==> src/rtl/imc_pkg.sv <==
// Shared types and default sizing for the bit-serial in-memory MAC array.
package imc_pkg;

   typedef enum logic [1:0] {
      IDLE = 2'd0,
      RUN  = 2'd1,
      DONE = 2'd2
   } state_t;

   localparam int unsigned DEF_ROWS  = 16;
   localparam int unsigned DEF_BANKS = 4;
   localparam int unsigned DEF_XBITS = 4;
   localparam int unsigned DEF_WBITS = 4;

   // Width that holds a sum of n unsigned wbits-wide terms without truncation.
   function automatic int unsigned psum_width(input int unsigned n, input int unsigned wbits);
      return wbits + $clog2(n);
   endfunction

endpackage

==> src/rtl/imc_adder_tree_p.sv <==
// Combinational partial-sum: adds every weight whose activation bit is set.
module imc_adder_tree_p
   import imc_pkg::*;
#(
   parameter  int unsigned N      = DEF_ROWS * DEF_BANKS,
   parameter  int unsigned WBITS  = DEF_WBITS,
   localparam int unsigned PSUM_W = psum_width(N, WBITS)
) (
   input  logic [N-1:0]            sel,
   input  logic [N-1:0][WBITS-1:0] w,
   output logic [PSUM_W-1:0]       psum
);

   // Gated accumulation of all N weights; the output width covers N * max weight.
   always_comb begin
      psum = '0;
      for (int i = 0; i < int'(N); i++) begin
         if (sel[i]) begin
            psum = psum + PSUM_W'(w[i]);
         end
      end
   end

endmodule

==> src/rtl/bitserial_mac_array.sv <==
// Bit-serial MAC: one activation bit per cycle, MSB first, over BANKS x ROWS weights.
module bitserial_mac_array
   import imc_pkg::*;
#(
   parameter  int unsigned ROWS   = DEF_ROWS,
   parameter  int unsigned BANKS  = DEF_BANKS,
   parameter  int unsigned XBITS  = DEF_XBITS,
   parameter  int unsigned WBITS  = DEF_WBITS,
   localparam int unsigned PSUM_W = psum_width(ROWS * BANKS, WBITS),
   localparam int unsigned RES_W  = PSUM_W + XBITS + 1
) (
   input  logic                                    clk,
   input  logic                                    rst,
   input  logic                                    start,
   input  logic                                    abort,
   input  logic                                    signed_mode,
   input  logic [ROWS-1:0][XBITS-1:0]              xin,
   input  logic [BANKS-1:0][ROWS-1:0][WBITS-1:0]   wbank,
   output logic                                    busy,
   output logic                                    done,
   output logic signed [RES_W-1:0]                 result
);

   localparam int unsigned N     = ROWS * BANKS;
   localparam int unsigned IDX_W = (XBITS > 1) ? $clog2(XBITS) : 1;

   state_t state, state_nxt;
   logic   busy_nxt, done_nxt;

   logic [ROWS-1:0][XBITS-1:0]            x_lat;
   logic [BANKS-1:0][ROWS-1:0][WBITS-1:0] w_lat;
   logic                                  sm_lat;
   logic signed [RES_W-1:0]               acc;
   logic signed [RES_W-1:0]               acc_nxt;
   logic signed [RES_W-1:0]               psum_ext;
   logic [IDX_W-1:0]                      bit_idx;

   logic [ROWS-1:0]            xbit;
   logic [N-1:0]               tree_sel;
   logic [N-1:0][WBITS-1:0]    tree_w;
   logic [PSUM_W-1:0]          psum;

   logic start_ok;
   logic run_step;
   logic last_bit;
   logic msb_bit;

   assign start_ok = (state == IDLE) && start;
   assign run_step = (state == RUN) && !abort;
   assign last_bit = (bit_idx == '0);
   assign msb_bit  = (bit_idx == IDX_W'(XBITS - 1));

   // Current activation bit of every row, taken from the latched operands.
   for (genvar r = 0; r < int'(ROWS); r++) begin : g_xbit
      assign xbit[r] = x_lat[r][bit_idx];
   end

   // Flatten bank/row into one adder-tree lane; each bank reuses the row's activation bit.
   for (genvar b = 0; b < int'(BANKS); b++) begin : g_bank
      for (genvar r = 0; r < int'(ROWS); r++) begin : g_row
         assign tree_sel[b*ROWS + r] = xbit[r];
         assign tree_w[b*ROWS + r]   = w_lat[b][r];
      end
   end

   imc_adder_tree_p #(
      .N     (N),
      .WBITS (WBITS)
   ) u_tree (
      .sel  (tree_sel),
      .w    (tree_w),
      .psum (psum)
   );

   // Shift-and-add step; the signed MSB carries negative weight, so it seeds acc with -psum.
   always_comb begin
      psum_ext = RES_W'(psum);
      if (sm_lat && msb_bit) begin
         acc_nxt = RES_W'(0) - psum_ext;
      end else begin
         acc_nxt = (acc <<< 1) + psum_ext;
      end
   end

   // Next-state and registered-output decode; abort outranks bit progression.
   always_comb begin
      state_nxt = state;
      busy_nxt  = 1'b0;
      done_nxt  = 1'b0;
      case (state)
         IDLE: begin
            if (start) begin
               state_nxt = RUN;
            end
         end
         RUN: begin
            if (abort) begin
               state_nxt = IDLE;
            end else if (last_bit) begin
               state_nxt = DONE;
            end
         end
         DONE: begin
            state_nxt = IDLE;
         end
         default: begin
            state_nxt = IDLE;
         end
      endcase
      busy_nxt = (state_nxt == RUN);
      done_nxt = (state_nxt == DONE);
   end

   // State and status flags.
   always_ff @(posedge clk) begin
      if (rst) begin
         state <= IDLE;
         busy  <= 1'b0;
         done  <= 1'b0;
      end else begin
         state <= state_nxt;
         busy  <= busy_nxt;
         done  <= done_nxt;
      end
   end

   // Operand latch, accumulator, bit index and result register.
   always_ff @(posedge clk) begin
      if (rst) begin
         x_lat   <= '0;
         w_lat   <= '0;
         sm_lat  <= 1'b0;
         acc     <= '0;
         bit_idx <= '0;
         result  <= '0;
      end else if (start_ok) begin
         x_lat   <= xin;
         w_lat   <= wbank;
         sm_lat  <= signed_mode;
         acc     <= '0;
         bit_idx <= IDX_W'(XBITS - 1);
      end else if (run_step) begin
         acc <= acc_nxt;
         if (last_bit) begin
            result <= acc_nxt;
         end else begin
            bit_idx <= bit_idx - IDX_W'(1);
         end
      end
   end

endmodule

==> config.mk <==
export PLATFORM = sky130hd
export DESIGN_NAME = bitserial_mac_array
export DESIGN_NICKNAME = d
export VERILOG_FILES = /design/src/rtl/imc_pkg.sv /design/src/rtl/imc_adder_tree_p.sv /design/src/rtl/bitserial_mac_array.sv
export SDC_FILE = /design/constraint.sdc
export NUM_CORES = 2
export LEC_CHECK = 0
export ABC_AREA = 1
export CAP_MARGIN = 25
export CORE_ASPECT_RATIO = 0.6
export CORE_MARGIN = 3
export CORE_UTILIZATION = 60
export DETAILED_ROUTE_END_ITERATION = 7
export GPL_TIMING_DRIVEN = 0
export HOLD_SLACK_MARGIN = 0.15
export PLACE_DENSITY = 0.81
export SLEW_MARGIN = 20
export SYNTH_ARGS = -nofsm -noshare
export SYNTH_HDL_FRONTEND = slang
export SYNTH_SLANG_ARGS = --single-unit
==> constraint.sdc <==
create_clock -name clk -period 67.5 [get_ports clk]
set_input_delay 13.5 -clock clk [delete_from_list [all_inputs] [get_ports clk]]
set_output_delay 13.5 -clock clk [all_outputs]
set_load 0.02 [all_outputs]
==> results by group <==
Power
  – Gate power share: 0.793
  – Pwr dens: 53.1 nW/um2
  – Clock share of power: 0.099
  – VDD IR max: 0.0000414 V
  – Internal power: 0.936 mW
  – LEAKAGE: 21.3 nW
  – Pwr Total: 2.24 mW
  – Switching Share: 0.582
  – Seq pwr share: 0.108
  – Switching power: 1.31 mW

Floorplanning
  – Die Area: 64000 um2
  – Core footprint: 59700 um2
  – Die Y: 197 um
  – Row cnt: 69
  – I/O pin count: 342
  – DIE WIDTH: 325 um
  – Initial Util: 0.611

Cells and area
  – Share of post-route cells with drive strength above 1: 0.131
  – Nets: 6746
  – Area Overhead vs Synth: 15.6%
  – Fin area: 42200 um2

Clocking
  – CTS tree: done
  – Inserted Clock Buffers: 38
  – H-tree levels: 2
  – Clk slew on worst S/H paths: 0.07 ns
  – Clk Latency, worst-skew pair: 0.60 ns
  – Post-CTS sizing: 0
  – Hold buffer count at cts: 0
  – # Post-CTS Setup Buffers: 0
  – Clock Tree Buf Depth: 3
  – CTS Root Buffer Type: clkbuf_16
  – CTS sink count: 356

Critical path
  – Worst Path Arrival: 57.92 ns
  – Crit path kind: register to register
  – CP bufs+invs: 30
  – Reg2Reg Launch Point: bit_idx[0]
  – CP Max Fanout: 10
  – Most used cell, CP: nand2_1
  – Required time of the worst setup path: 68.04 ns
  – Crit path max-delay family: adder cells
  – CP startpoint kind: register
  – Reg2Reg Setup Slack: 10.12 ns
  – CP peak stage delay: 0.56 ns
  – FF-to-FF End: result[13]
  – Slowest stage cell, crit path: fa_1
  – Crit. End Element: register
  – Reg2Reg Depth: 239

Hold path
  – HP Start: tree_w[1]
  – Hold Path Class: register to register
  – Worst Hold Depth: 2
  – Min-Delay Endpoint: tree_w[1]

Global route
  – Total gr overflow: 0
  – Initial antenna violation count: 2
  – Vias in the first global route: 34812
  – First-pass GRT wire length: 188 mm
  – GRT Total Usage: 0.369
  – Pin count of the biggest net entering global routing: 17

Synthesis
  – Post-synth EDFFs: 0
  – Area share of the largest cell type after synthesis: 0.195
  – Synth async-reset ratio: 0
  – Top cells by instance count after synthesis: nor2_1 (1038), nand2_1 (1027), inv_1 (682)
  – Ranking of synthesized cells by area: dfxtp_1 (20%), nor2_1 (11%), nand2_1 (11%)
  – Register area share after synthesis: 0.195
  – Xor/xnor share of the synthesized area: 0.0187
  – Post-Synth Simple-Gate Area: 0.449
  – Largest family of logic cells by synthesized area: simple AND/OR/NAND/NOR gates
  – Unique masters post-synth: 51
  – Syn Std Cell Area: 36500 um2
  – Net Count, Synth: 6365
  – Synthesis warning total: 0
  – Cells after synthesis: 5711
  – Complex-gate fraction of the synthesized area: 0.106
  – Yosys reg bits: 356
  – Most frequent cell after synthesis: nor2_1
  – Adder-Cell Fraction of Synth Area: 0.126
  – Mux cell area share after synthesis: 0
  – Post-Syn Area per Cell: 6.40 um2
  – Ys flop type: dfxtp_1
  – Area leader, netlist: dfxtp_1

Drt
  – Met1 WL: 55.5 mm
  – DRT Wirelength: 123 mm
  – Drt drc: 0
  – Antenna Nets Post-Route: 0
  – Met3 WL: 15.6 mm
  – Via density: 5.54
  – First drt pass iteration count: 8
  – 1st-iter DRT viols: 4026
  – Top Layer Used: met5
  – Met2 WL: 47.6 mm
  – Vias: 38462
  – DR WL/cell: 17.7 um

Placement
  – # port buffers: 341
  – GPL Wtd Cong: 0.986
  – Cell area after placement: 41000 um2
  – Pre-CTS WS: 11.02 ns
  – Dpl hpwl: 99.8 mm

STA
  – Final period util: 0.850
  – Setup WS post-layout: 10.12 ns
  – Setup violations, final: 0
  – Unrepaired setup endpoints after global routing: no
  – Fin crit period: 57.38 ns
  – Max Slew Vio Count: 0
  – Clk_skew: 0.0248 ns
  – FMAX: 17.4 MHz
  – Max transition margin: 0.190
  – Fin. Hold Viols: 0
  – TNS Setup: 0 ns
  – Worst-Margin Slew: 1.22 ns

Run
  – Max Cap Violations: 0

Run status
  – Status: finished, final reports clean
==> metal layers <==
| metal | track usage | vias up |
|---|---|---|
| met1 | 0.525 | 17522 |
| li1 | - | 19090 |
| met5 | 0 | - |
| met2 | 0.525 | 1653 |
| met4 | 0.120 | 2 |
| met3 | 0.119 | 195 |
==> worst max path at each step <==
| stage | start | end | slack (ns) | depth (start not counted) |
|---|---|---|---|---|
| after floorplan | bit_idx[0] | acc[13] | 16.87 | 239 |
| after global placement | bit_idx[0] | result[13] | 11.63 | 239 |
| after detailed placement | bit_idx[0] | result[13] | 11.02 | 239 |
| after CTS | bit_idx[0] | result[13] | 10.69 | 239 |
| after global routing | bit_idx[0] | result[13] | 6.66 | 300 |
| final | bit_idx[0] | result[13] | 10.12 | 239 |
==> tightest hold or removal path, stage by stage (launching register included) <==
cell and delay (ns):
dfxtp_1 0.30, inv_1 0.06, a21oi_1 0.06
==> layout by cell type, fill, tap and decap left out, types with 21 or more instances in the layout <==
cell | synthesis | final
nor2_1 | 1038 | 1038
nand2_1 | 1027 | 1027
inv_1 | 682 | 682
nand3_1 | 557 | 557
o21ai_0 | 415 | 415
dfxtp_1 | 356 | 356
clkdlybuf4s50_1 | 0 | 341
ha_1 | 265 | 265
nand2_2 | 250 | 250
a21oi_1 | 192 | 192
nand3_2 | 146 | 146
clkbuf_1 | 121 | 123
or2_2 | 88 | 88
a31oi_1 | 84 | 84
nand2_4 | 79 | 79
fa_1 | 64 | 64
xor2_1 | 54 | 54
nor2_2 | 40 | 40
nand3_4 | 39 | 39
clkbuf_16 | 0 | 39
clkbuf_8 | 34 | 37
xnor2_1 | 24 | 24
and2_1 | 22 | 22
inv_2 | 21 | 21
==> power groups by stage <==
| stage | Sequential [mW] | Clock, mW | Combinational, mW |
|---|---|---|---|
| 2_1_floorplan | 0.242 | 0 | 1.40 |
| 3_3_place_gp | 0.246 | 0 | 1.67 |
| 3_5_place_dp | 0.246 | 0 | 1.73 |
| 4_1_cts | 0.242 | 0.222 | 1.75 |
| 5_1_grt | 0.244 | 0.229 | 1.98 |
| 6_report | 0.243 | 0.221 | 1.78 |
==> state kept, by name, summed over array words and instances (netlist names) <==
signal / cells
state: 2
x_lat: 64
tree_w: 256
bit_idx: 2
acc: 14
sm_lat: 1
result: 15
busy: 1
done: 1
==> cell type report <==
type | instances | area [um2]
Antenna cell | 3 | 7.51
Inverter | 717 | 2720
Timing Repair Buffer | 341 | 3410
Tap cell | 816 | 1020
Clock buffer | 49 | 1040
Clock inverter | 20 | 211
Multi-Input combinational cell | 4463 | 25500
Sequential cell | 356 | 7130
Buffer | 175 | 1140
Fill cell | 5220 | 17500
==> kinds of logic (layout without fill, tap and decap cells) <==
kind of cell,count (synthesis),in the layout
flops,356,356
simple gates,3325,3325
xor+xnor,78,78
compound gates,731,731
fa+ha+maj,329,329
buf+inv,892,1302
other cells,0,3
==> per-stage QoR <==
| step | utilization | hold WS (ns) | cells |
|---|---|---|---|
| final | 0.707 | 0.461 | 6940 |
| after global routing | 0.707 | 0.496 | 6938 |
| after CTS | 0.707 | 0.459 | 6937 |
| after detailed placement | 0.686 | 0.450 | 6868 |
| after global placement | 0.686 | 0.443 | 6868 |
| after floorplan | - | 0.430 | 5711 |
Power figures use the tool's default switching activity.
